$ cat config.mk
export PLATFORM = sky130hd
export DESIGN_NAME = receiver
export DESIGN_NICKNAME = d
export VERILOG_FILES = /design/src/rtl/receiver_pkg.sv /design/src/rtl/sync_2ff.sv /design/src/rtl/receiver.sv
export SDC_FILE = /design/constraint.sdc
export NUM_CORES = 1
export LEC_CHECK = 0
export CORE_UTILIZATION = 65
export CTS_BUF_LIST = sky130_fd_sc_hd__clkbuf_16
export CTS_CLUSTER_SIZE = 40
export DETAILED_ROUTE_END_ITERATION = 6
export DONT_BUFFER_PORTS = 1
export GPL_TIMING_DRIVEN = 0
export PLACE_DENSITY = 0.81
export SLEW_MARGIN = 5
export SYNTH_ARGS = -nofsm -noshare
export SYNTH_HDL_FRONTEND = slang
export SYNTH_SLANG_ARGS = --single-unit
$ cat constraint.sdc
create_clock -name clk -period 6.55 [get_ports clk]
set_input_delay 0.655 -clock clk [delete_from_list [all_inputs] [get_ports clk]]
set_output_delay 0.655 -clock clk [all_outputs]
set_load 0.01 [all_outputs]
$ cat src/rtl/receiver_pkg.sv
// receiver_pkg: one-hot UART state encodings, tick default and stop-bit decode shared with the transmitter
package receiver_pkg;
  typedef enum logic [5:0] {
    IDLE   = 6'b000001,
    START  = 6'b000010,
    DATA   = 6'b000100,
    PARITY = 6'b001000,
    STOP   = 6'b010000,
    RESET  = 6'b100000
  } state_t;
  localparam int NUM_TICKS_DEF = 16;
  localparam logic [1:0] STOP2_A = 2'b10;
  localparam logic [1:0] STOP2_B = 2'b11;
  function automatic logic two_stops(input logic [1:0] sb);
    return (sb == STOP2_A) || (sb == STOP2_B);
  endfunction
endpackage

$ cat src/rtl/sync_2ff.sv
// sync_2ff: two-flop synchronizer for one asynchronous bit with a configurable reset value
module sync_2ff #(
  parameter logic RST_VAL = 1'b1
) (
  input  logic clk,
  input  logic reset,
  input  logic d,
  output logic q
);
  logic m;
  always_ff @(posedge clk) begin
    if (reset) {q, m} <= {2{RST_VAL}};
    else {q, m} <= {m, d};
  end
endmodule

$ cat src/rtl/receiver.sv
// receiver: 16x-oversampled UART receiver with optional even parity and 1/2 stop bits
module receiver
  import receiver_pkg::*;
#(
  parameter int NUM_TICKS = NUM_TICKS_DEF,
  parameter int BITS_PER_DATA = 8
) (
  input  logic                     clk,
  input  logic                     reset,
  input  logic                     tick,
  input  logic                     rx_in,
  input  logic                     parity,
  input  logic [1:0]               stop_bits,
  output logic [BITS_PER_DATA-1:0] d_out,
  output logic                     rx_done,
  output logic                     parity_err,
  output logic                     frame_err,
  output logic [5:0]               debug
);
  localparam int SW = $clog2(NUM_TICKS);
  localparam int NW = $clog2(BITS_PER_DATA + 1);
  localparam logic [SW-1:0] HALF = SW'(NUM_TICKS / 2 - 1);
  localparam logic [SW-1:0] LAST = SW'(NUM_TICKS - 1);
  localparam logic [NW-1:0] NLAST = NW'(BITS_PER_DATA - 1);
  state_t state, state_n;
  logic [SW-1:0] s, s_n;
  logic [NW-1:0] n, n_n;
  logic [BITS_PER_DATA-1:0] buffer, buf_n, d_n;
  logic rx_s, par_en, par_en_n, two, two_n, sc, sc_n, fin, fin_n;
  logic par_bad, pb_n, fr_bad, fb_n, done_n, pe_n, fe_n;
  sync_2ff #(.RST_VAL(1'b1)) u_sync (.clk(clk), .reset(reset), .d(rx_in), .q(rx_s));
  assign debug = state;
  always_ff @(posedge clk) begin
    if (reset) begin
      state <= IDLE;
      s <= '0;
      n <= '0;
      buffer <= '0;
      {par_en, two, sc, fin, par_bad, fr_bad} <= '0;
      d_out <= '0;
      {rx_done, parity_err, frame_err} <= '0;
    end else begin
      state <= state_n;
      s <= s_n;
      n <= n_n;
      buffer <= buf_n;
      {par_en, two, sc, fin, par_bad, fr_bad} <= {par_en_n, two_n, sc_n, fin_n, pb_n, fb_n};
      d_out <= d_n;
      {rx_done, parity_err, frame_err} <= {done_n, pe_n, fe_n};
    end
  end
  always_comb begin
    state_n = state;
    s_n = s;
    n_n = n;
    buf_n = buffer;
    {par_en_n, two_n, sc_n, fin_n, pb_n, fb_n} = {par_en, two, sc, fin, par_bad, fr_bad};
    d_n = d_out;
    done_n = 1'b0;
    pe_n = parity_err;
    fe_n = frame_err;
    case (state)
      IDLE: if (!rx_s) begin
        state_n = START;
        s_n = '0;
        par_en_n = parity;
        two_n = two_stops(stop_bits);
        {sc_n, fin_n, pb_n, fb_n} = '0;
      end
      START: if (tick) begin
        s_n = (s == HALF) ? '0 : s + 1'b1;
        n_n = (s == HALF) ? '0 : n;
        state_n = (s != HALF) ? START : rx_s ? IDLE : DATA;
      end
      DATA: if (tick) begin
        s_n = (s == LAST) ? '0 : s + 1'b1;
        if (s == LAST) begin
          buf_n = {rx_s, buffer[BITS_PER_DATA-1:1]};
          n_n = (n == NLAST) ? n : n + 1'b1;
          state_n = (n != NLAST) ? DATA : par_en ? PARITY : STOP;
        end
      end
      PARITY: if (tick) begin
        s_n = (s == LAST) ? '0 : s + 1'b1;
        pb_n = (s == LAST) ? rx_s ^ (^buffer) : par_bad;
        state_n = (s == LAST) ? STOP : PARITY;
      end
      STOP: if (fin) begin
        d_n = buffer;
        done_n = 1'b1;
        pe_n = par_bad;
        fe_n = fr_bad;
        fin_n = 1'b0;
        state_n = IDLE;
      end else if (tick) begin
        s_n = (s == LAST) ? '0 : s + 1'b1;
        if (s == LAST) begin
          fb_n = fr_bad | ~rx_s;
          fin_n = (sc == two);
          sc_n = 1'b1;
        end
      end
      RESET: begin
        s_n = '0;
        n_n = '0;
        buf_n = '0;
        {par_en_n, two_n, sc_n, fin_n, pb_n, fb_n} = '0;
        state_n = IDLE;
      end
      default: state_n = RESET;
    endcase
  end
endmodule
### Yosys cells after proc, flatten, opt, wreduce, memory -nomap -nowiden

Cells that the tools add are included.

* word-level logic and storage cells: 116
* bits of input ports: 7
* output and inout port bits: 17
* register bits: 41

* bitwise gates (word level): 4
* equality and inequality tests: 26
* multiplexer cells: 49
* add/subtract/negate cells: 2
* reduce and logical (&&, ||, !) cells: 19

Operator list (count)
* $mux W4: 11
* $mux W6: 6
* $pmux W6 S6: 1
* $ne A2 B2 Y1 const B: 12
* $pmux W4 S5: 1
* $mux W8: 2
* $pmux W8 S2: 1
* $mux W1: 15
* $mux W5: 3
* $pmux W1 S3: 4
* $pmux W4 S3: 1
* $reduce_and A6 Y1: 2
* $reduce_bool A3 Y1: 3
* $add A4 B1 Y4 const B: 2
* $eq A4 B3 Y1 const B: 2
* $ne A4 B3 Y1 const B: 2
* $reduce_and A4 Y1: 2
* $reduce_xor A8 Y1: 1
* $eq A6 B1 Y1 const B: 1
* $eq A6 B2 Y1 const B: 1
* $eq A6 B3 Y1 const B: 1
* $eq A6 B4 Y1 const B: 1
* $eq A6 B5 Y1 const B: 1
* $eq A6 B6 Y1 const B: 1
* other kinds (15): 23

### Depth between registers and ports, before layout

* depth after elaboration: 6
* depth in mapped cells: 7

### Cells and area by module

A second synthesis with hierarchy kept.

* cells, all modules: 259
* area, all modules: 2085.8 µm²

Modules (own cells, without submodules)
* receiver: seq. area each 780.7 µm², area an instance 2033.2 µm², times used 1, cells an instance 255
* sync_2ff: seq. area each 40.0 µm², area an instance 52.6 µm², times used 1, cells an instance 4

### Least setup slack after synthesis

OpenSTA, ideal clock, no wires.

* kind: register -> register
* from: register state[0], in the netlist debug[0]
* to: register n[3]
* cell stages (with the launch flop): 7
* period minus slack after synthesis: 2195 ps
* arrival time: 2125 ps
* path buffers: 2
* path slack: 4355 ps
* cells stage by stage: dfxtp_1 > buf_2 > or4_4 > buf_6 > or3_1 > or4_1 > a21oi_1

* word-level cells in the longest chain between the ends: 3
* elaborated cells on any way between the ends: 11
* those cells by class: eq/ne (8); mux (1); reduce/logical (2)

RTL lines
* from (decl): RTL line receiver.sv:25 `state_t state, state_n;`
* from (signal assigned): RTL line receiver.sv:43 `state <= state_n;`
* $eq A6 B3 Y1 (tied with other cells): RTL line receiver.sv:62 `case (state)`
* $ne A2 B2 Y1 (no line) / $reduce_bool A3 Y1 (equally long branches)
* $reduce_and A6 Y1 (no line)
* to (signal assigned): RTL line receiver.sv:45 `n <= n_n;`
* to (decl): RTL line receiver.sv:27 `logic [NW-1:0] n, n_n;`

Several ways; a longest one is shown, not always the timed one.
A chain may end at the register's enable or synchronous reset.

### Final worst setup path

* from: register state[1], in the netlist debug[1]
* to: register s[1]

* word-level cells in the longest chain between the ends: 4
* elaborated cells on any way between the ends: 13
* those cells by class: eq/ne (9); mux (1); reduce/logical (3)

RTL lines
* $eq A6 B4 Y1 / $eq A6 B3 Y1 (equally long branches): RTL line receiver.sv:62
* $reduce_or A2 Y1 (no line)
* $reduce_bool A5 Y1 (no line)
* $reduce_and A4 Y1 (no line)
* to (signal assigned): RTL line receiver.sv:44 `s <= s_n;`
* to (decl): RTL line receiver.sv:26 `logic [SW-1:0] s, s_n;`

Several ways; a longest one is shown, not always the timed one.

==> impl_metrics.py <==
metrics = {
    "setup_path": {
        "cp.arrival_ns": 2.91,
        "cp_common_cell": "nand3_1",
        "slowest_delay_ns": 0.94,
        "crit_fanout": 9,
        "critPathRequiredTime_ns": 6.75,
        "cp-start-kind": "flop",
        "critical_path_class": "reg -> reg",
        "cp_cell_sequence": "clkbuf_1 -> nor4_1 -> nand3_1 -> nand3_1 -> o211ai_1 -> a21oi_1",
        "worstSetupEndpointType": "flop",
        "cp_slowest_cell": "nor4_1",
    },
    "timing": {
        "setup_viol": 0,
        "rsz0062_at_grt": "false",
        "tightest_slew_ns": 1.04,
        "fin_crit_sh": 0.414,
        "timing.fmax_mhz": 369,
        "max_slew_margin": 0.298,
        "finalClockSkew_ns": 0.00283,
        "final_hold_viol_count": 0,
        "fin_tns_setup_ns": 0,
        "min_period_ns": 2.71,
        "slew_viol_final": 0,
    },
    "synth": {
        "ys_warn_count": 0,
        "synth_xor_area_frac": 0.0455,
        "yosys.area_share.adder": 0.0123,
        "yosysSeqAreaShare": 0.404,
        "synth_edf_count": 0,
        "ys_types": 46,
        "synth_mux_area_frac": 0.0443,
        "synth_seq_cells": 41,
        "synth.net_count": 255,
        "async_flop_share": 0,
        "synth.avg_cell_area_um2": 8.27,
        "syn-cell-area_mm2": 0.00203,
        "synth_compound_area_frac": 0.178,
        "synth_top_family_by_area": "simple AND/OR/NAND/NOR gates",
        "synthCells": 246,
        "ys.flop_type": "dfxtp_1",
        "synth_simple_gate_area_frac": 0.281,
    },
    "global_route": {
        "use_met3": 0.103,
        "grt_pass1_wl_mm": 8.49,
        "gr-total-overflow": 0,
        "busiest_layer": "met2",
        "grt_antenna_before_repair": 0,
        "first_global_vias": 1841,
        "grt_max_degree": 14,
        "grtUsageTotal": 0.336,
        "grt_util_met1": 0.413,
        "grtUsageMet2": 0.555,
    },
    "final_layout": {
        "seqCellArea_um2": 821,
        "antenna_cells": 0,
        "fin_nets": 262,
        "utilization": 0.776,
        "areaGrowthSynthToFinish_pct": 8.92,
        "fillCellCount": 227,
        "final_common_cell": "nand2_1",
        "drive_above_1_share": 0.0669,
        "final_cell_mix": "nand2_1 (42), dfxtp_1 (41), a21oi_1 (23)",
        "multiInputGateArea_mm2": 0.00114,
    },
    "run_status": {
        "violations": "DRC",
        "status": "finished, violations left",
    },
    "floorplanning": {
        "core_area_mm2": 0.00285,
        "dieWidth_um": 57.9,
        "placementRows": 19,
        "die-area_mm2": 0.00336,
        "fp.dieH_um": 57.9,
        "pin_count": 24,
        "initial_utilization": 0.713,
    },
    "routing": {
        "ant_nets": 0,
        "drt_iter0_markers": 150,
        "vias_per_cell": 6.74,
        "routedWlPerCell_um": 17.5,
        "drt_wl_total_mm": 4.99,
        "drtPass1Iterations": 6,
        "drc": 1,
        "num_vias": 1922,
    },
    "clocking": {
        "cts-hold-fix-buffers": 0,
        "path_clk_slew_ns": 0.06,
        "clock_latency_ns": 0.28,
        "htree_levels": 2,
        "post_cts_buffers": 0,
        "cts_sinks": 41,
        "cts-root-buf": "clkbuf_16",
        "clockBufferDepth": 2,
        "post_cts_resized": 0,
        "cts_tree": "done",
        "cts_inserted_buffers": 5,
    },
    "job": {
        "drv_cap": 0,
    },
    "power_and_ir_drop": {
        "p_per_area_mw_per_mm2": 336,
        "vdd_drop_max_mv": 0.228,
        "p_leak_nw": 0.769,
    },
    "hold_path": {
        "min_path_type": "reg -> reg",
    },
    "placement": {
        "post-dp-hpwl_mm": 3.52,
        "port_buffers": 0,
        "place_congestion": 0.912,
    },
}
==> worst max-delay path, delay by kind of cell, from the launching register on <==
family                 cells  cell delay, ns
AOI/OAI and AO/OA          2            0.35
buffers and inverters      1            0.23
DFF                        1            0.34
and+or+nand+nor            3            1.72
==> state kept, by name, summed over array words and instances (netlist names) <==
name and flops:
buffer 8, d_out 8, debug 6, n 4, s 4, fin 1, fr_bad 1, frame_err 1
par_bad 1, par_en 1, parity_err 1, rx_done 1, sc 1, two 1, u_sync.m 1, u_sync.q 1
==> cell type report <==
cell class	instances	area share
Multi-Input combinational cell	190	0.515
Buffer	13	0.0294
Sequential cell	41	0.371
Clock buffer	5	0.0565
Clock inverter	3	0.00791
Tap cell	31	0.0175
Inverter	2	0.00339
==> per-stage QoR <==
step,cells,power [W],worst slack [ns],hold slack (ns),area [um2]
finish,285,0.000745,3.84,0.418,2210
global route,285,0.000781,3.59,0.450,2210
CTS,285,0.000739,3.94,0.420,2210
detailed placement,277,0.000502,3.99,0.402,2070
global placement,277,0.000494,4.10,0.405,2070
floorplan,246,0.000457,4.35,0.389,2030
==> synth_stat cells, types with 2 or more instances <==
| cell | instances | area share |
|---|---|---|
| nand4b_1 | 2 | 0.0086 |
| and2_1 | 2 | 0.0062 |
| mux2i_1 | 9 | 0.044 |
| nor3_2 | 2 | 0.0098 |
| nand3_1 | 10 | 0.025 |
| nand2b_1 | 2 | 0.0062 |
| or3_1 | 6 | 0.018 |
| a31oi_1 | 4 | 0.012 |
| nand4_1 | 3 | 0.0092 |
| o211ai_1 | 6 | 0.022 |
| a2bb2oi_1 | 2 | 0.0086 |
| nor4_1 | 2 | 0.0062 |
| o31ai_1 | 3 | 0.011 |
| and3_1 | 4 | 0.012 |
| nor2b_1 | 6 | 0.018 |
| buf_6 | 2 | 0.011 |
| nor3_1 | 3 | 0.0074 |
| ha_1 | 2 | 0.012 |
| xnor2_1 | 5 | 0.022 |
| nor2_1 | 19 | 0.035 |
| inv_1 | 2 | 0.0037 |
| a21oi_1 | 23 | 0.057 |
| and3b_1 | 2 | 0.0086 |
| nand2_1 | 42 | 0.078 |
| o21ai_0 | 6 | 0.015 |
| xor2_1 | 3 | 0.013 |
| dfxtp_1 | 41 | 0.40 |
| or2_2 | 3 | 0.0092 |
| clkbuf_1 | 10 | 0.018 |
| o22ai_1 | 2 | 0.0062 |
| or4_1 | 3 | 0.011 |
==> power breakdown <==
group | leakage, nW | internal (W) | switching, W | total, W
sequential | 0.332 | 0.000264 | 0.0000140 | 0.000278
clock | 0.0712 | 0.000140 | 0.0000987 | 0.000238
combinational | 0.366 | 0.0000830 | 0.000145 | 0.000228
total | 0.769 | 0.000486 | 0.000258 | 0.000745
==> metal layers <==
| metal | wire length (um) | part of all wire | up-vias |
|---|---|---|---|
| met3 | 399 | 0.080 | 17 |
| met5 | 0 | 0 | - |
| li1 | - | - | 903 |
| met4 | 127 | 0.025 | 0 |
| met2 | 2420 | 0.49 | 82 |
| met1 | 2040 | 0.41 | 920 |
==> cells by family (layout without fill, tap and decap cells) <==
group           count (synthesis)  count (layout)
xor+xnor                        9               9
buf+inv                        15              23
simple gates                  113             113
compound gates                 57              57
flops                          41              41
fa+ha+maj                       2               2
mux                             9               9
==> path summary, 6_finish.rpt <==
check        startpoint        to  slack [ns]  cells past startpoint
min reg2reg    u_sync.m  u_sync.q        0.42                      1
max            debug[1]      s[1]        3.84                      6
max reg2reg    debug[1]      s[1]        3.84                      6
min            u_sync.m  u_sync.q        0.42                      1
(Power assumes the default switching activity.)
